<file path="src/rtl/secure_router_q_pkg.sv">
// secure_router_q_pkg: shared definitions for the buffered secure router.
//   CODE_W  - Hamming(7,4) codeword width
//   DATA_W  - data nibble width
//   STAT_W  - per-port pop statistics counter width
//   hamming74_enc() - nibble to codeword encoder. The router and its bench
//                     scoreboard both use it.
// Data bit naming: d0 = data[3], d1 = data[2], d2 = data[1], d3 = data[0].
package secure_router_q_pkg;

  localparam int CODE_W = 7;
  localparam int DATA_W = 4;
  localparam int STAT_W = 8;

  // Codeword layout [6:0] = {d0, d1, d2, p_a, d3, p_b, p_c}
  function automatic logic [CODE_W-1:0] hamming74_enc(input logic [DATA_W-1:0] data);
    logic d0, d1, d2, d3;
    d0 = data[3];
    d1 = data[2];
    d2 = data[1];
    d3 = data[0];
    return {d0, d1, d2, d0 ^ d1 ^ d2, d3, d0 ^ d1 ^ d3, d0 ^ d2 ^ d3};
  endfunction

endpackage

</file>
<file path="src/rtl/sr_fifo.sv">
// sr_fifo: show-ahead synchronous FIFO, one per router output port.
// Ports:
//   clk    - rising-edge clock
//   rst_n  - synchronous active-low reset (pointers and count only)
//   push   - write wdata; ignored when full
//   wdata  - entry to write
//   pop    - drop the head entry; ignored when empty
//   rdata  - head entry (valid while !empty)
//   full   - DEPTH entries held
//   empty  - no entries held
module sr_fifo
  import secure_router_q_pkg::*;
#(
  parameter int DEPTH = 4,
  parameter int WIDTH = CODE_W
) (
  input  logic             clk,
  input  logic             rst_n,
  input  logic             push,
  input  logic [WIDTH-1:0] wdata,
  input  logic             pop,
  output logic [WIDTH-1:0] rdata,
  output logic             full,
  output logic             empty
);

  localparam int PTR_W = $clog2(DEPTH);
  localparam int CNT_W = PTR_W + 1;

  logic [WIDTH-1:0] mem [DEPTH];
  logic [PTR_W-1:0] wptr;
  logic [PTR_W-1:0] rptr;
  logic [CNT_W-1:0] count;
  logic             do_push;
  logic             do_pop;

  assign full    = (count == CNT_W'(DEPTH));
  assign empty   = (count == '0);
  assign do_push = push && !full;
  assign do_pop  = pop && !empty;
  assign rdata   = mem[rptr];

  // DEPTH is a power of two, so the pointers wrap naturally.
  always_ff @(posedge clk) begin
    if (!rst_n) begin
      wptr  <= '0;
      rptr  <= '0;
      count <= '0;
    end else begin
      if (do_push) wptr <= wptr + PTR_W'(1);
      if (do_pop)  rptr <= rptr + PTR_W'(1);
      case ({do_push, do_pop})
        2'b10:   count <= count + CNT_W'(1);
        2'b01:   count <= count - CNT_W'(1);
        default: count <= count;
      endcase
    end
  end

  // Storage is data only; occupancy is tracked by the pointers and the count.
  always_ff @(posedge clk) begin
    if (do_push) mem[wptr] <= wdata;
  end

endmodule

</file>
<file path="src/rtl/secure_router_q.sv">
// secure_router_q: Hamming(7,4)-encodes an input nibble and queues the
// codeword in the FIFO of one (unicast) or every (broadcast) output port.
// Optional build macro: SECURE_ROUTER_Q_STATS_EN adds per-port pop counters.
// Ports:
//   clk, rst_n         - clock, synchronous active-low reset
//   in_valid/in_ready  - input handshake; in_ready does not depend on in_valid
//   in_dest, in_bcast  - destination index, broadcast-to-all flag
//   in_data            - data nibble
//   out_valid[p]       - port p holds a word
//   out_ready[p]       - sink on port p takes the word
//   out_code           - port p codeword in bits [7p+6:7p]; 0 when empty
//   stat_cnt           - (macro only) port p saturating pop count in [8p+7:8p]
module secure_router_q
  import secure_router_q_pkg::*;
#(
  parameter int NUM_PORTS = 4,
  parameter int DEPTH     = 4,
  parameter int DEST_W    = $clog2(NUM_PORTS)
) (
  input  logic                        clk,
  input  logic                        rst_n,
  input  logic                        in_valid,
  output logic                        in_ready,
  input  logic [DEST_W-1:0]           in_dest,
  input  logic                        in_bcast,
  input  logic [DATA_W-1:0]           in_data,
  output logic [NUM_PORTS-1:0]        out_valid,
  input  logic [NUM_PORTS-1:0]        out_ready,
  output logic [CODE_W*NUM_PORTS-1:0] out_code
`ifdef SECURE_ROUTER_Q_STATS_EN
  ,
  output logic [STAT_W*NUM_PORTS-1:0] stat_cnt
`endif
);

  logic [CODE_W-1:0]    code;
  logic [NUM_PORTS-1:0] full;
  logic [NUM_PORTS-1:0] empty;
  logic [NUM_PORTS-1:0] push;
  logic [NUM_PORTS-1:0] pop;
  logic [CODE_W-1:0]    rdata [NUM_PORTS];
  logic                 accept;

`ifdef SECURE_ROUTER_Q_STATS_EN
  function automatic logic [STAT_W-1:0] sat_inc(input logic [STAT_W-1:0] v);
    return (v == '1) ? v : v + STAT_W'(1);
  endfunction
`endif

  assign code = hamming74_enc(in_data);

  // A broadcast needs room everywhere so it is never partially delivered.
  // A full port refuses input even if it pops this cycle (no pass-through).
  always_comb begin
    in_ready = 1'b0;
    if (rst_n) begin
      if (in_bcast) in_ready = ~|full;
      else          in_ready = !full[in_dest];
    end
  end

  assign accept = in_valid && in_ready;

  for (genvar p = 0; p < NUM_PORTS; p++) begin : g_port
    assign push[p]      = accept && (in_bcast || (in_dest == DEST_W'(p)));
    assign out_valid[p] = rst_n && !empty[p];
    assign pop[p]       = out_valid[p] && out_ready[p];
    assign out_code[CODE_W*p +: CODE_W] = out_valid[p] ? rdata[p] : '0;

    sr_fifo #(
      .DEPTH (DEPTH),
      .WIDTH (CODE_W)
    ) u_fifo (
      .clk   (clk),
      .rst_n (rst_n),
      .push  (push[p]),
      .wdata (code),
      .pop   (pop[p]),
      .rdata (rdata[p]),
      .full  (full[p]),
      .empty (empty[p])
    );

`ifdef SECURE_ROUTER_Q_STATS_EN
    logic [STAT_W-1:0] pop_cnt;

    always_ff @(posedge clk) begin
      if (!rst_n)      pop_cnt <= '0;
      else if (pop[p]) pop_cnt <= sat_inc(pop_cnt);
    end

    assign stat_cnt[STAT_W*p +: STAT_W] = pop_cnt;
`endif
  end

endmodule

</file>
<file path="config.mk">
export PLATFORM = sky130hd
export DESIGN_NAME = secure_router_q
export DESIGN_NICKNAME = d
export VERILOG_FILES = /design/src/rtl/secure_router_q_pkg.sv /design/src/rtl/sr_fifo.sv /design/src/rtl/secure_router_q.sv
export SDC_FILE = /design/constraint.sdc
export NUM_CORES = 1
export LEC_CHECK = 0
export ABC_AREA = 1
export BUFFER_PORTS_ARGS = -buffer_cell sky130_fd_sc_hd__clkbuf_2
export CAP_MARGIN = 20
export CORE_MARGIN = 3
export CORE_UTILIZATION = 35
export CTS_CLUSTER_DIAMETER = 80
export DETAILED_ROUTE_END_ITERATION = 6
export MAX_ROUTING_LAYER = met4
export PLACE_DENSITY_LB_ADDON = 0.1
export SLEW_MARGIN = 20
export SYNTH_ARGS = -nofsm -noshare
export SYNTH_HDL_FRONTEND = slang
export SYNTH_SLANG_ARGS = --single-unit
export TNS_END_PERCENT = 100
</file>
<file path="constraint.sdc">
create_clock -name clk -period 2 [get_ports clk]
set_input_delay 0.4 -clock clk [delete_from_list [all_inputs] [get_ports clk]]
set_output_delay 0.4 -clock clk [all_outputs]
set_load 0.03 [all_outputs]
</file>
==> results.cfg, run 1 <==
[status]
status = finished, violations left
violations = setup timing

[floorplan]
die_w_um = 142
die_area_mm2 = 0.0202
start_util_pct = 35.8
ioPinCount = 47
core_area_mm2 = 0.0181
rows = 49
fp.dieH_um = 142

[global_routing]
grt_max_degree = 17
antenna_found_initial = 0
grt_pass1_vias = 4708
grt.met3_usage_pct = 3.60
gr-total-overflow = 0
grtUsageMet2_pct = 23.9
grt-busiest-layer = met2
grt_first_pass_wirelength_um = 23900
grtUsageTotal_pct = 15.8
use_met1_pct = 21.1

[finish]
nets = 799
diodes = 0
drive_gt1_share_pct = 35.5
syn_to_final_growth_pct = 37.1
fill_cells = 1640
final_core_util_pct = 49.1
multiInputGateArea_mm2 = 0.00227
seq_area_mm2 = 0.00411

[critical_path]
end_kind = primary output
r2r-start = g_port[0].u_fifo.count[1]
required_ns = 1.60
cp_data_arrival_time_ns = 1.82
reg2reg_setup_slack_ns = -0.04
critical_path_class = flip-flop to primary output
crit_fanout = 7
startpoint_type = flip-flop
r2r_end = g_port[0].u_fifo.count[2]
rr_worst_depth = 14

[clock_network]
clock-sinks = 148
cts_tree = done
postCtsHoldBufs = 0
clockBufferDepth = 2
cts_made_buffers = 17
cts_root_buf = clkbuf_16
clk_pin_slew_ns = 0.06
clkLatencyLatePin_ns = 0.43
htree_num_levels = 4

[placed_design]
globalplace.congestion = 0.776
portBuffers = 46
place_hpwl_um = 10500

[synth]
syn_nets = 657
yosysMostFrequentCell = nor2_1
ys_ff_latch = 148
synth_top_area_share_pct = 51.9
yosysWarnings = 0
synth-main-ff-cell = edfxtp_1
synthCells = 619
synth_area_per_cell_um2 = 10.5
synth-edff-count = 112
yosys-top-cells-area = edfxtp_1, dfxtp_1, nor2_1
synth_top_area_cell = edfxtp_1
ys_seq_area_share_pct = 63.1
async_flop_share_pct = 0
synth_common_cells = nor2_1, edfxtp_1, inv_1
synthesis.area_mm2 = 0.00647
ys_types = 26

[drt]
first_pass_iters = 4
drtAntennaViolNets = 0
wl_um = 15000
wl_per_cell_um = 15.0
drc = 0
vias = 4653
vias_per_cell = 4.64
drt-initial-drc-count = 214

[sta]
fmax_mhz = 451
fin_ws_ns = -0.219
slew_violations = 0
tightest_slew_ns = 0.355
worst_clock_skew_ns = 0.00965
slew_headroom_pct = 76.1
hold_viol_final = 0
rsz0062_at_grt = true
min_period_ns = 2.22
fin_crit_sh_pct = 111
setup_violations = 15

[hold_path]
min_from = in_data[2]
hp-class = primary input to flip-flop
holdPathStages = 1
holdPathEnd = g_port[1].u_fifo.mem[0][5]

[power]
p_leak_uw = 0.00341
ir_worst_vdd_v = 0.000635
finalPower_uw = 8090
p_per_area_mw_per_mm2 = 911

[flow_run]
cap_violations = 0
[placed cells by master, fill, tap and decap left out, types with 2 or more instances in the layout]
cell type	count
nor2_1	131
edfxtp_1	112
buf_4	80
inv_1	69
o21ai_0	47
nand2_1	27
a21oi_1	26
buf_6	26
dfxtp_1	25
a21oi_2	24
o21ai_1	23
clkbuf_16	20
ha_1	18
inv_2	17
nor2_2	13
clkbuf_2	13
clkbuf_8	9
nand2_2	8
nand4_1	8
dfxtp_2	7
clkinvlp_4	6
nor2_4	6
buf_8	5
a21oi_4	4
o21ai_2	4
nand4_4	4
xnor2_1	4
dfxtp_4	4
fa_2	3
buf_12	3
a31oi_4	2
o21ai_4	2
nand3_1	2
xor2_1	2
o21a_1	2
clkbuf_1	2
clkinv_2	2
clkinv_4	2
bufinv_16	2
clkbuf_4	2
[cells by family after synthesis]
group                    count (synthesis)  synth area share, %
AND/OR/NAND/NOR                        201                 13.7
adder cells (fa/ha/maj)                 24                 5.10
buffers and inverters                  105                 6.20
flip-flops                             148                 63.1
AO/OA/AOI/OAI                          135                 11.1
XOR/XNOR                                 6                0.812
[routing by layer]
metal,wire length (µm),vias to the layer above
met1,7480,2213
met2,6880,69
li1,-,2352
met5,0,-
met4,264,0
met3,401,19
[registers in the layout (all words and copies together) (netlist names), named ones only]
| register | cells |
|---|---|
| g_port.u_fifo.rptr | 8 |
| g_port.u_fifo.mem | 112 |
| g_port.u_fifo.count | 12 |
| g_port.u_fifo.wptr | 8 |
[cell type report]
cell class / instances / share of cell area [%]
clock buffer: 22 / 5.60
clock inverter: 10 / 1.32
inverter: 89 / 3.89
multi-input combinational: 366 / 25.6
sequential: 148 / 46.3
tap: 229 / 3.23
timing repair buffer: 138 / 14.0
timing repair inverter: 1 / 0.0846
[through the flow]
| stage | setup TNS [ns] | instances | hold slack, ns | instance area [µm²] | setup WS (ns) |
|---|---|---|---|---|---|
| global route | -4.58 | 1003 | 0.278 | 8880 | -0.316 |
| CTS | -3.00 | 993 | 0.272 | 8470 | -0.231 |
| finish | -2.49 | 1003 | 0.292 | 8880 | -0.219 |
| global placement | -0.665 | 950 | 0.437 | 7530 | -0.120 |
| detailed placement | -1.42 | 950 | 0.443 | 7530 | -0.163 |
| floorplan | 0 | 619 | 0.422 | 6530 | 0.00593 |
[power by group]
part           total, µW  leakage, µW  internal, µW  switching (µW)
clock network       3270     0.000297          2020            1250
registers           3500      0.00131          3440            59.8
logic               1320      0.00180           565             756
total               8090      0.00341          6030            2060
[worst max-delay path by stage]
stage | startpoint | end | slack (ns) | cells past startpoint
floorplan | in_dest[1] | g_port[1].u_fifo.count[2] | 0.006 | 14
global placement | in_dest[0] | g_port[0].u_fifo.count[2] | -0.12 | 13
detailed placement | in_dest[0] | g_port[0].u_fifo.count[2] | -0.16 | 13
CTS | g_port[0].u_fifo.count[0] | out_code[1] | -0.23 | 7
global route | g_port[0].u_fifo.count[1] | out_code[1] | -0.32 | 7
finish | g_port[0].u_fifo.count[1] | out_code[1] | -0.22 | 7
[critical path, stage by stage (launching register included)]
cell        delay [ns]
dfxtp_2           0.33
inv_2             0.04
buf_6             0.11
a31oi_4           0.17
buf_6             0.14
clkinvlp_4        0.20
a21oi_2           0.21
clkbuf_8          0.18
[what timing repair did]
item                                    4_1_cts  5_1_grt
resized for setup                            84      134
endpoints found under the setup margin       34       40
pin swaps                                     7       25
gates cloned                                  1        1
buffers inserted                             10        9
Note: power is estimated with default switching activity, not from simulation.
==> run 2, diff against run 1 <==
Clock period 2 ns to 2.39 ns, I/O delays scaled along.
==> results.cfg, run 2 (synthesis gave the netlist of run 1 again) <==
[sta]
fmax_mhz = 436
rsz0062_at_grt = false
slew_headroom_pct = 68.7
hold_viol_final = 0
slew_violations = 0
tightest_slew_ns = 0.468
setup_violations = 0
min_period_ns = 2.29
fin_ws_ns = 0.0967
holdWs_ns = 0.408
fin_crit_sh_pct = 96.0
worst_clock_skew_ns = 0.00698

[critical_path]
crit_fanout = 7
critPathLaunch = g_port[0].u_fifo.count[2]
critical_path_class = flip-flop to primary output
r2r-start = g_port[0].u_fifo.count[0]
reg2reg_setup_slack_ns = 0.21
startpoint_type = flip-flop
critPathCapture = out_code[3]
end_kind = primary output
r2r_end = g_port[1].u_fifo.count[2]
rr_worst_depth = 12
cp_data_arrival_time_ns = 1.82
required_ns = 1.91

[floorplan]
ioPinCount = 47
rows = 49
die_w_um = 142
die_area_mm2 = 0.0202
fp.dieH_um = 142
core_area_mm2 = 0.0181
start_util_pct = 35.8

[finish]
diodes = 0
final_common_cell = nor2_1
layout_common_cells = nor2_1, edfxtp_1, inv_1
fin_cells = 955
drive_gt1_share_pct = 21.2
regMostFlops = g_port.u_fifo.mem
nets = 751
largest_reg_flops = 112
syn_to_final_growth_pct = 21.4
fill_cells = 1738
final_area_mm2 = 0.00786
largestRegisters = g_port.u_fifo.mem: 112 flops, g_port.u_fifo.count: 12 flops

[global_routing]
grt_first_pass_wirelength_um = 22600
antenna_found_initial = 0
grt_pass1_vias = 4374
grtUsageTotal_pct = 15.1
grt_max_degree = 17
gr-total-overflow = 0

[power]
finalPower_uw = 6230
p_leak_uw = 0.00306
ir_worst_vdd_v = 0.000494
p_per_area_mw_per_mm2 = 793

[clock_network]
cts_root_buf = clkbuf_16
cts_made_buffers = 17
clock-sinks = 148
clockBufferDepth = 2
clkLatencyLatePin_ns = 0.42
cts_tree = done
htree_num_levels = 4
postCtsHoldBufs = 0
clk_pin_slew_ns = 0.06

[placed_design]
place_inst = 923
portBuffers = 46
globalplace.congestion = 0.801
place_ws_ns = -0.0387
place_hpwl_um = 9980
placed_area_mm2 = 0.00726

[drt]
drtAntennaViolNets = 0
wl_um = 14000
vias = 4426
vias_per_cell = 4.63
drt-initial-drc-count = 191
drc = 0
wl_per_cell_um = 14.7
first_pass_iters = 4

[hold_path]
holdPathStages = 3
hp-class = primary input to flip-flop

[status]
status = finished, final reports clean

[flow_run]
cap_violations = 0
==> run 2: cell types whose count changed in the layout (fill, tap and decap cells not counted), moves of 14 or more <==
cell,delta
inv_1,+17
clkbuf_2,+31
inv_2,-14
buf_6,-26
a21oi_1,+26
o21ai_1,-20
buf_4,-35
o21ai_0,+24
a21oi_2,-22
==> run 2: worst min path at each step <==
stage,startpoint,endpoint,slack [ns]
2_1_floorplan,g_port[0].u_fifo.count[0],g_port[0].u_fifo.count[0],0.42
3_3_place_gp,g_port[3].u_fifo.count[0],g_port[3].u_fifo.count[0],0.43
3_5_place_dp,g_port[1].u_fifo.count[0],g_port[1].u_fifo.count[0],0.44
4_1_cts,out_ready[0],g_port[0].u_fifo.rptr[0],0.39
5_1_grt,out_ready[0],flip-flop,0.39
6_report,out_ready[0],g_port[0].u_fifo.rptr[0],0.41
==> run 2: routing by layer <==
layer	track usage (%)	vias up	routed length (µm)
met2	23.4	67	6560
li1	-	2254	-
met4	5.05	0	204
met5	-	-	0
met1	19.8	2089	6770
met3	3.19	16	490
==> run 2: power breakdown <==
part	switching, µW	internal, µW
logic	518	241
clock network	1070	1480
registers	54.2	2880
total	1640	4590
==> run 2: area by class of cell <==
type | instances | area (µm²) | share of cell area, %
Tap cell | 229 | 287 | 3.64
Sequential cell | 148 | 4090 | 52.1
Clock inverter | 12 | 121 | 1.54
Inverter | 89 | 334 | 4.25
Timing Repair Buffer | 91 | 568 | 7.23
Multi-Input combinational cell | 366 | 2010 | 25.6
Clock buffer | 20 | 447 | 5.68
==> run 2: repair_timing <==
action | CTS | global route
setup endpoints to repair | 13 | 20
gates resized for setup | 3 | 16
gates cloned | 0 | 0
setup buffers | 0 | 0
==> run 2: stage by stage <==
step / util, % / TNS, ns
finish: 43.5 / 0
global route: 43.5 / 0
CTS: 43.3 / 0
detailed placement: 40.2 / -0.0749
global placement: 40.2 / -0.00745
floorplan: - / 0
==> run 2: worst max-delay path, stage by stage, from the launching register on <==
cell	delay (ns)
dfxtp_1	0.36
inv_1	0.09
a31oi_2	0.20
buf_4	0.16
inv_1	0.13
a21oi_1	0.22
buf_2	0.24
